### config.mk
export PLATFORM = sky130hd
export DESIGN_NAME = alu_issue_stage
export DESIGN_NICKNAME = d
export VERILOG_FILES = /design/src/rtl/alu_issue_stage.sv
export SDC_FILE = /design/constraint.sdc
export NUM_CORES = 1
export LEC_CHECK = 0
export BUFFER_PORTS_ARGS = -buffer_cell sky130_fd_sc_hd__buf_4
export CORE_MARGIN = 10
export CORE_UTILIZATION = 40
export DETAILED_ROUTE_END_ITERATION = 8
export GPL_ROUTABILITY_DRIVEN = 0
export PLACE_DENSITY_LB_ADDON = 0.05
export SLEW_MARGIN = 20
export SYNTH_ARGS = -nofsm -noshare
export SYNTH_HDL_FRONTEND = slang
export SYNTH_SLANG_ARGS = --single-unit
### constraint.sdc
create_clock -name clk -period 2.35 [get_ports clk]
set_input_delay 0.235 -clock clk [delete_from_list [all_inputs] [get_ports clk]]
set_output_delay 0.235 -clock clk [all_outputs]
set_load 0.05 [all_outputs]
### src/rtl/alu_issue_stage.sv
// ---------------------------------------------------------------------------
// alu_issue_stage
//
// ID/EX issue register in front of the ALU. A 32-bit MIPS instruction and the
// register-file values for rs/rt are decoded into a 4-bit aluoperation code,
// the two ALU operands and the EX/MEM/WB control bits. The decoded entry is
// held in a single-entry valid/ready register. No skid buffer is used, so
// in_ready is a combinational function of the held entry and out_ready.
//
// Ports
//   clk, rst_n       rising-edge clock, asynchronous active-low reset
//   in_valid/ready   IF/ID handshake; capture on in_valid && in_ready && !flush
//   in_instr         instruction word
//   in_rs_data       register-file value for rs
//   in_rt_data       register-file value for rt
//   flush            branch redirect: drop the held entry and any capture
//   out_valid/ready  EX handshake
//   out_aluop        aluoperation (ADD SUB AND OR XOR BEQ BNE SLT SLL)
//   out_data1/2      ALU operands
//   out_store_data   rt value for sw (0 for every other instruction)
//   out_dest         destination register
//   out_reg_write    write-back enable
//   out_mem_read     lw
//   out_mem_write    sw
//   out_branch       beq/bne, EX resolves using the ALU bcond output
//   out_illegal      unsupported opcode/funct, entry still flows to EX
// ---------------------------------------------------------------------------
module alu_issue_stage #(
    parameter int DATA_W = 32,
    parameter int OP_W   = 4
) (
    input  logic              clk,
    input  logic              rst_n,

    input  logic              in_valid,
    output logic              in_ready,
    input  logic [31:0]       in_instr,
    input  logic [DATA_W-1:0] in_rs_data,
    input  logic [DATA_W-1:0] in_rt_data,

    input  logic              flush,

    output logic              out_valid,
    input  logic              out_ready,
    output logic [OP_W-1:0]   out_aluop,
    output logic [DATA_W-1:0] out_data1,
    output logic [DATA_W-1:0] out_data2,
    output logic [DATA_W-1:0] out_store_data,
    output logic [4:0]        out_dest,
    output logic              out_reg_write,
    output logic              out_mem_read,
    output logic              out_mem_write,
    output logic              out_branch,
    output logic              out_illegal
);

    // aluoperation codes
    localparam logic [OP_W-1:0] ALU_ADD = 4'b0000;
    localparam logic [OP_W-1:0] ALU_SUB = 4'b0001;
    localparam logic [OP_W-1:0] ALU_AND = 4'b0010;
    localparam logic [OP_W-1:0] ALU_OR  = 4'b0011;
    localparam logic [OP_W-1:0] ALU_XOR = 4'b0100;
    localparam logic [OP_W-1:0] ALU_BEQ = 4'b0101;
    localparam logic [OP_W-1:0] ALU_BNE = 4'b0110;
    localparam logic [OP_W-1:0] ALU_SLT = 4'b0111;
    localparam logic [OP_W-1:0] ALU_SLL = 4'b1000;

    // opcodes
    localparam logic [5:0] OP_RTYPE = 6'h00;
    localparam logic [5:0] OP_BEQ   = 6'h04;
    localparam logic [5:0] OP_BNE   = 6'h05;
    localparam logic [5:0] OP_ADDI  = 6'h08;
    localparam logic [5:0] OP_ADDIU = 6'h09;
    localparam logic [5:0] OP_SLTI  = 6'h0A;
    localparam logic [5:0] OP_ANDI  = 6'h0C;
    localparam logic [5:0] OP_ORI   = 6'h0D;
    localparam logic [5:0] OP_XORI  = 6'h0E;
    localparam logic [5:0] OP_LW    = 6'h23;
    localparam logic [5:0] OP_SW    = 6'h2B;

    // R-type funct codes
    localparam logic [5:0] F_SLL  = 6'h00;
    localparam logic [5:0] F_ADD  = 6'h20;
    localparam logic [5:0] F_ADDU = 6'h21;
    localparam logic [5:0] F_SUB  = 6'h22;
    localparam logic [5:0] F_SUBU = 6'h23;
    localparam logic [5:0] F_AND  = 6'h24;
    localparam logic [5:0] F_OR   = 6'h25;
    localparam logic [5:0] F_XOR  = 6'h26;
    localparam logic [5:0] F_SLT  = 6'h2A;

    // One decoded issue entry; this is exactly what the EX side sees.
    typedef struct packed {
        logic [OP_W-1:0]   aluop;
        logic [DATA_W-1:0] data1;
        logic [DATA_W-1:0] data2;
        logic [DATA_W-1:0] store_data;
        logic [4:0]        dest;
        logic              reg_write;
        logic              mem_read;
        logic              mem_write;
        logic              branch;
        logic              illegal;
    } issue_ent_t;

    // Instruction fields
    logic [5:0]  opcode;
    logic [4:0]  rt;
    logic [4:0]  rd;
    logic [4:0]  shamt;
    logic [5:0]  funct;
    logic [15:0] imm;

    assign opcode = in_instr[31:26];
    assign rt     = in_instr[20:16];
    assign rd     = in_instr[15:11];
    assign shamt  = in_instr[10:6];
    assign funct  = in_instr[5:0];
    assign imm    = in_instr[15:0];

    // The rs index is resolved by the register file upstream; only its data
    // is needed here.
    logic unused_rs_field;
    assign unused_rs_field = ^in_instr[25:21];

    logic [DATA_W-1:0] imm_sext;
    logic [DATA_W-1:0] imm_zext;
    logic [DATA_W-1:0] shamt_zext;

    assign imm_sext   = {{(DATA_W-16){imm[15]}}, imm};
    assign imm_zext   = {{(DATA_W-16){1'b0}}, imm};
    assign shamt_zext = {{(DATA_W-5){1'b0}}, shamt};

    // ------------------------------------------------------------------
    // Decode
    // ------------------------------------------------------------------
    issue_ent_t dec;

    always_comb begin
        dec = '0;
        case (opcode)
            OP_RTYPE: begin
                dec.dest      = rd;
                dec.reg_write = (rd != 5'd0);
                dec.data1     = in_rs_data;
                dec.data2     = in_rt_data;
                case (funct)
                    F_ADD, F_ADDU: dec.aluop = ALU_ADD;
                    F_SUB, F_SUBU: dec.aluop = ALU_SUB;
                    F_AND:         dec.aluop = ALU_AND;
                    F_OR:          dec.aluop = ALU_OR;
                    F_XOR:         dec.aluop = ALU_XOR;
                    F_SLT:         dec.aluop = ALU_SLT;
                    F_SLL: begin
                        // the shifted value is rt, the amount is the shamt field
                        dec.aluop = ALU_SLL;
                        dec.data1 = in_rt_data;
                        dec.data2 = shamt_zext;
                    end
                    default: begin
                        dec         = '0;
                        dec.illegal = 1'b1;
                    end
                endcase
            end
            OP_ADDI, OP_ADDIU, OP_SLTI, OP_ANDI, OP_ORI, OP_XORI: begin
                dec.data1     = in_rs_data;
                dec.dest      = rt;
                dec.reg_write = (rt != 5'd0);
                case (opcode)
                    OP_SLTI: begin dec.aluop = ALU_SLT; dec.data2 = imm_sext; end
                    OP_ANDI: begin dec.aluop = ALU_AND; dec.data2 = imm_zext; end
                    OP_ORI:  begin dec.aluop = ALU_OR;  dec.data2 = imm_zext; end
                    OP_XORI: begin dec.aluop = ALU_XOR; dec.data2 = imm_zext; end
                    default: begin dec.aluop = ALU_ADD; dec.data2 = imm_sext; end
                endcase
            end
            OP_LW: begin
                dec.aluop     = ALU_ADD;
                dec.data1     = in_rs_data;
                dec.data2     = imm_sext;
                dec.dest      = rt;
                dec.reg_write = (rt != 5'd0);
                dec.mem_read  = 1'b1;
            end
            OP_SW: begin
                // address = rs + imm; rt travels separately as the store value
                dec.aluop      = ALU_ADD;
                dec.data1      = in_rs_data;
                dec.data2      = imm_sext;
                dec.store_data = in_rt_data;
                dec.mem_write  = 1'b1;
            end
            OP_BEQ, OP_BNE: begin
                // the ALU compares rs with rt; the target is computed elsewhere
                dec.aluop  = (opcode == OP_BEQ) ? ALU_BEQ : ALU_BNE;
                dec.data1  = in_rs_data;
                dec.data2  = in_rt_data;
                dec.branch = 1'b1;
            end
            default: begin
                dec         = '0;
                dec.illegal = 1'b1;
            end
        endcase
    end

    // ------------------------------------------------------------------
    // Single-entry valid/ready register
    // ------------------------------------------------------------------
    issue_ent_t ent_q;
    logic       valid_q;
    logic       capture;

    assign in_ready = !valid_q || out_ready;
    assign capture  = in_valid && in_ready && !flush;

    // Data fields only load on capture, so they hold while stalled. A flush
    // only clears the valid bit; the stale payload is qualified by out_valid.
    always_ff @(posedge clk or negedge rst_n) begin
        if (!rst_n) begin
            valid_q <= 1'b0;
            ent_q   <= '0;
        end else begin
            if (flush)
                valid_q <= 1'b0;
            else if (capture)
                valid_q <= 1'b1;
            else if (out_ready)
                valid_q <= 1'b0;

            if (capture)
                ent_q <= dec;
        end
    end

    assign out_valid      = valid_q;
    assign out_aluop      = ent_q.aluop;
    assign out_data1      = ent_q.data1;
    assign out_data2      = ent_q.data2;
    assign out_store_data = ent_q.store_data;
    assign out_dest       = ent_q.dest;
    assign out_reg_write  = ent_q.reg_write;
    assign out_mem_read   = ent_q.mem_read;
    assign out_mem_write  = ent_q.mem_write;
    assign out_branch     = ent_q.branch;
    assign out_illegal    = ent_q.illegal;

endmodule

==> flow_summary.ini <==
[outcome]
outcome = completed

[timing]
fmax_ghz = 0.473
setup_viol = 0
setup-tns-final_ns = 0
finClkSkew_ns = 0.00689
period_share_pct = 90.0
finalCriticalPeriod_ns = 2.11
rsz0062_at_grt = no
hold_viol = 0
slew_headroom_pct = 41.8
slew_violations = 0
worst_pin_slew_ns = 0.870

[critical_path]
crit_start = out_valid
cp_max_fo = 8
critPathMaxStageDelay_ns = 0.74
reg2reg_from = out_valid
critPathKind = flop to flop
crit_top_cell = inv_1
crit_arrival_ns = 2.41
cpMaxStageDelayCell = a2111oi_2
start_kind = flop
cp.required_ns = 2.64
cp-end-kind = flop
path_cells = nor2b_1 > inv_1 > nand3b_1 > a2111oi_2 > a222oi_1 > inv_1

[clock_tree]
ctsHtreeMaxLevel = 3
cts_buffers = 9
clk_latency_ns = 0.35
cts.sinks = 111
clk_root_buffer_cell = clkbuf_16
clk_path_buf_depth = 2
cts_tree = done
path_clk_slew_ns = 0.07

[detailed_routing]
dr.pass1.iters = 5
ant_nets = 0
totalWireLength_mm = 17.4
vias = 4601
viasPerCell = 5.64
drc = 0
drt_iter0_drc = 467
wire_per_inst_um = 21.3

[logic_synthesis]
syn_inst = 463
syn_area_mm2 = 0.00491
ys_types = 46
avgSynthCellArea_um2 = 10.6
ys_async_sr_fraction_pct = 100
syn_nets = 564
synth_edf_count = 0
synth_warnings = 0
synth_ff_type = dfrtp_1
ys_seq_elements = 111
synth-seq-area-share_pct = 56.6

[cells_and_area]
final_util_pct = 58.3
drive_above_1_share_pct = 38.0
diodes = 0
fill_cells = 1095
layout_common_cells = buf_4, dfrtp_1, nand2_1
final_common_cell = buf_4
layout.nets = 765
final_cells = 816
multiInputGateArea_mm2 = 0.00195
regArea_mm2 = 0.00278
syn_to_final_growth_pct = 42.7

[floorplanning]
die_area_mm2 = 0.0171
pin_count = 213
row_count = 40
fp.dieW_um = 131
fp.coreArea_mm2 = 0.0120
die_h_um = 131
start_util_pct = 40.8

[placed_design]
dp_cells = 799
dp_hpwl_mm = 12.9
port_buffers = 207

[power_and_ir_drop]
leakage_uw = 0.00363
switching_share_pct = 30.9
p_comb_share_pct = 19.8
p_per_area_mw_per_mm2 = 631
p_clk_share_pct = 34.2
power_frac_seq_pct = 45.9
p_int_uw = 3050
vdd_drop_max_mv = 0.461
p_switching_uw = 1360

[hold_path]
hp-start = flush
hold_path.class = primary input to flop

[global_routing]
first_global_vias = 4685
antenna_found_initial = 0
grt_pass1_wl_mm = 26.3
grt_max_degree = 55
track_usage_pct = 19.9
overflow = 0

[flow_run]
maxCapViolations = 0
[routing by layer]
layer  GRT usage (%)  part of all wire, %  vias up
li1                -                    -     2140
met1            24.4                   41     2296
met2            32.5                   49      146
met3            6.41                  8.8       19
met4            6.34                  1.5        0
met5               0                    0        -
[power by group through the flow]
stage | logic (uW) | clock network [uW] | registers [uW]
6_report | 876 | 1510 | 2030
5_1_grt | 934 | 1630 | 2040
4_1_cts | 887 | 1540 | 2030
3_5_place_dp | 883 | 0 | 2060
3_3_place_gp | 875 | 0 | 2060
2_1_floorplan | 194 | 0 | 2330
[flip-flops by register name, summed over array words and instances, names as in the netlist]
register / cells
out_data1: 32
out_data2: 32
out_store_data: 32
out_dest: 5
out_aluop: 4
out_branch: 1
out_illegal: 1
out_mem_read: 1
out_mem_write: 1
out_reg_write: 1
out_valid: 1
[timing repair]
item | 4_1_cts | 5_1_grt
setup buffers | 0 | 0
hold buffers | 1 | 0
resized for setup | 0 | 0
hold endpoints to repair | 36 | 0
[path summary, 6_finish.rpt]
path	endpoint	slack (ns)	cells past startpoint
max in group asynchronous	out_data1[14]	1.23	3
hold reg to reg	out_mem_write	0.49	1
setup reg to reg	out_dest[1]	0.24	6
hold / removal	out_valid	0.06	2
min in group asynchronous	out_aluop[0]	0.39	2
setup / recovery	out_dest[1]	0.24	6
[synth_stat cells (5+ instances only)]
cell      number  area share, %
dfrtp_1      111             57
nand2_1       63            4.8
nand3_1       35            3.6
a22o_1        33            5.9
a22oi_1       30            4.6
o21ai_0       26            2.7
a21oi_1       19            1.9
clkbuf_1      17            1.3
buf_2         15            1.5
nor2_1        14            1.1
inv_1         12           0.92
a221o_1       11            2.2
and3_1        10            1.3
a222oi_1       9            1.8
o21ai_1        5           0.51
[cell families after synthesis]
| group | Yosys count | synth area share, % |
|---|---|---|
| DFF | 111 | 56.6 |
| and+or+nand+nor | 147 | 14.7 |
| xor gates and xnor gates | 1 | 0.179 |
| buffers and inverters | 50 | 4.51 |
| AOI/OAI and AO/OA | 154 | 23.9 |
[stage by stage]
step | hold slack, ns | total power (uW) | setup WS (ns) | area, um2
6_report | 0.0555 | 4410 | 0.236 | 7000
3_3_place_gp | 0.238 | 2940 | 0.315 | 6700
2_1_floorplan | -0.0606 | 2530 | 0.0723 | 4910
3_5_place_dp | 0.239 | 2950 | 0.240 | 6700
4_1_cts | 0.0416 | 4460 | 0.221 | 7000
5_1_grt | 0.0473 | 4600 | 0.0639 | 7000
[area by class of cell]
cell class                      count  area share, %
Clock inverter                      6          0.786
Multi-Input combinational cell    302           27.8
Timing Repair Buffer              228           25.0
Clock buffer                       10           3.41
Tap cell                          147           2.63
Sequential cell                   111           39.7
Inverter                           12          0.643
[worst max-delay path, delay by kind of cell, from the launching register on]
family | cells | cell delay (ns)
AO/OA/AOI/OAI | 2 | 0.98
flip-flops | 1 | 0.38
buffers and inverters | 2 | 0.16
AND/OR/NAND/NOR | 2 | 0.53
No activity file was read; power rests on OpenSTA's default activity.
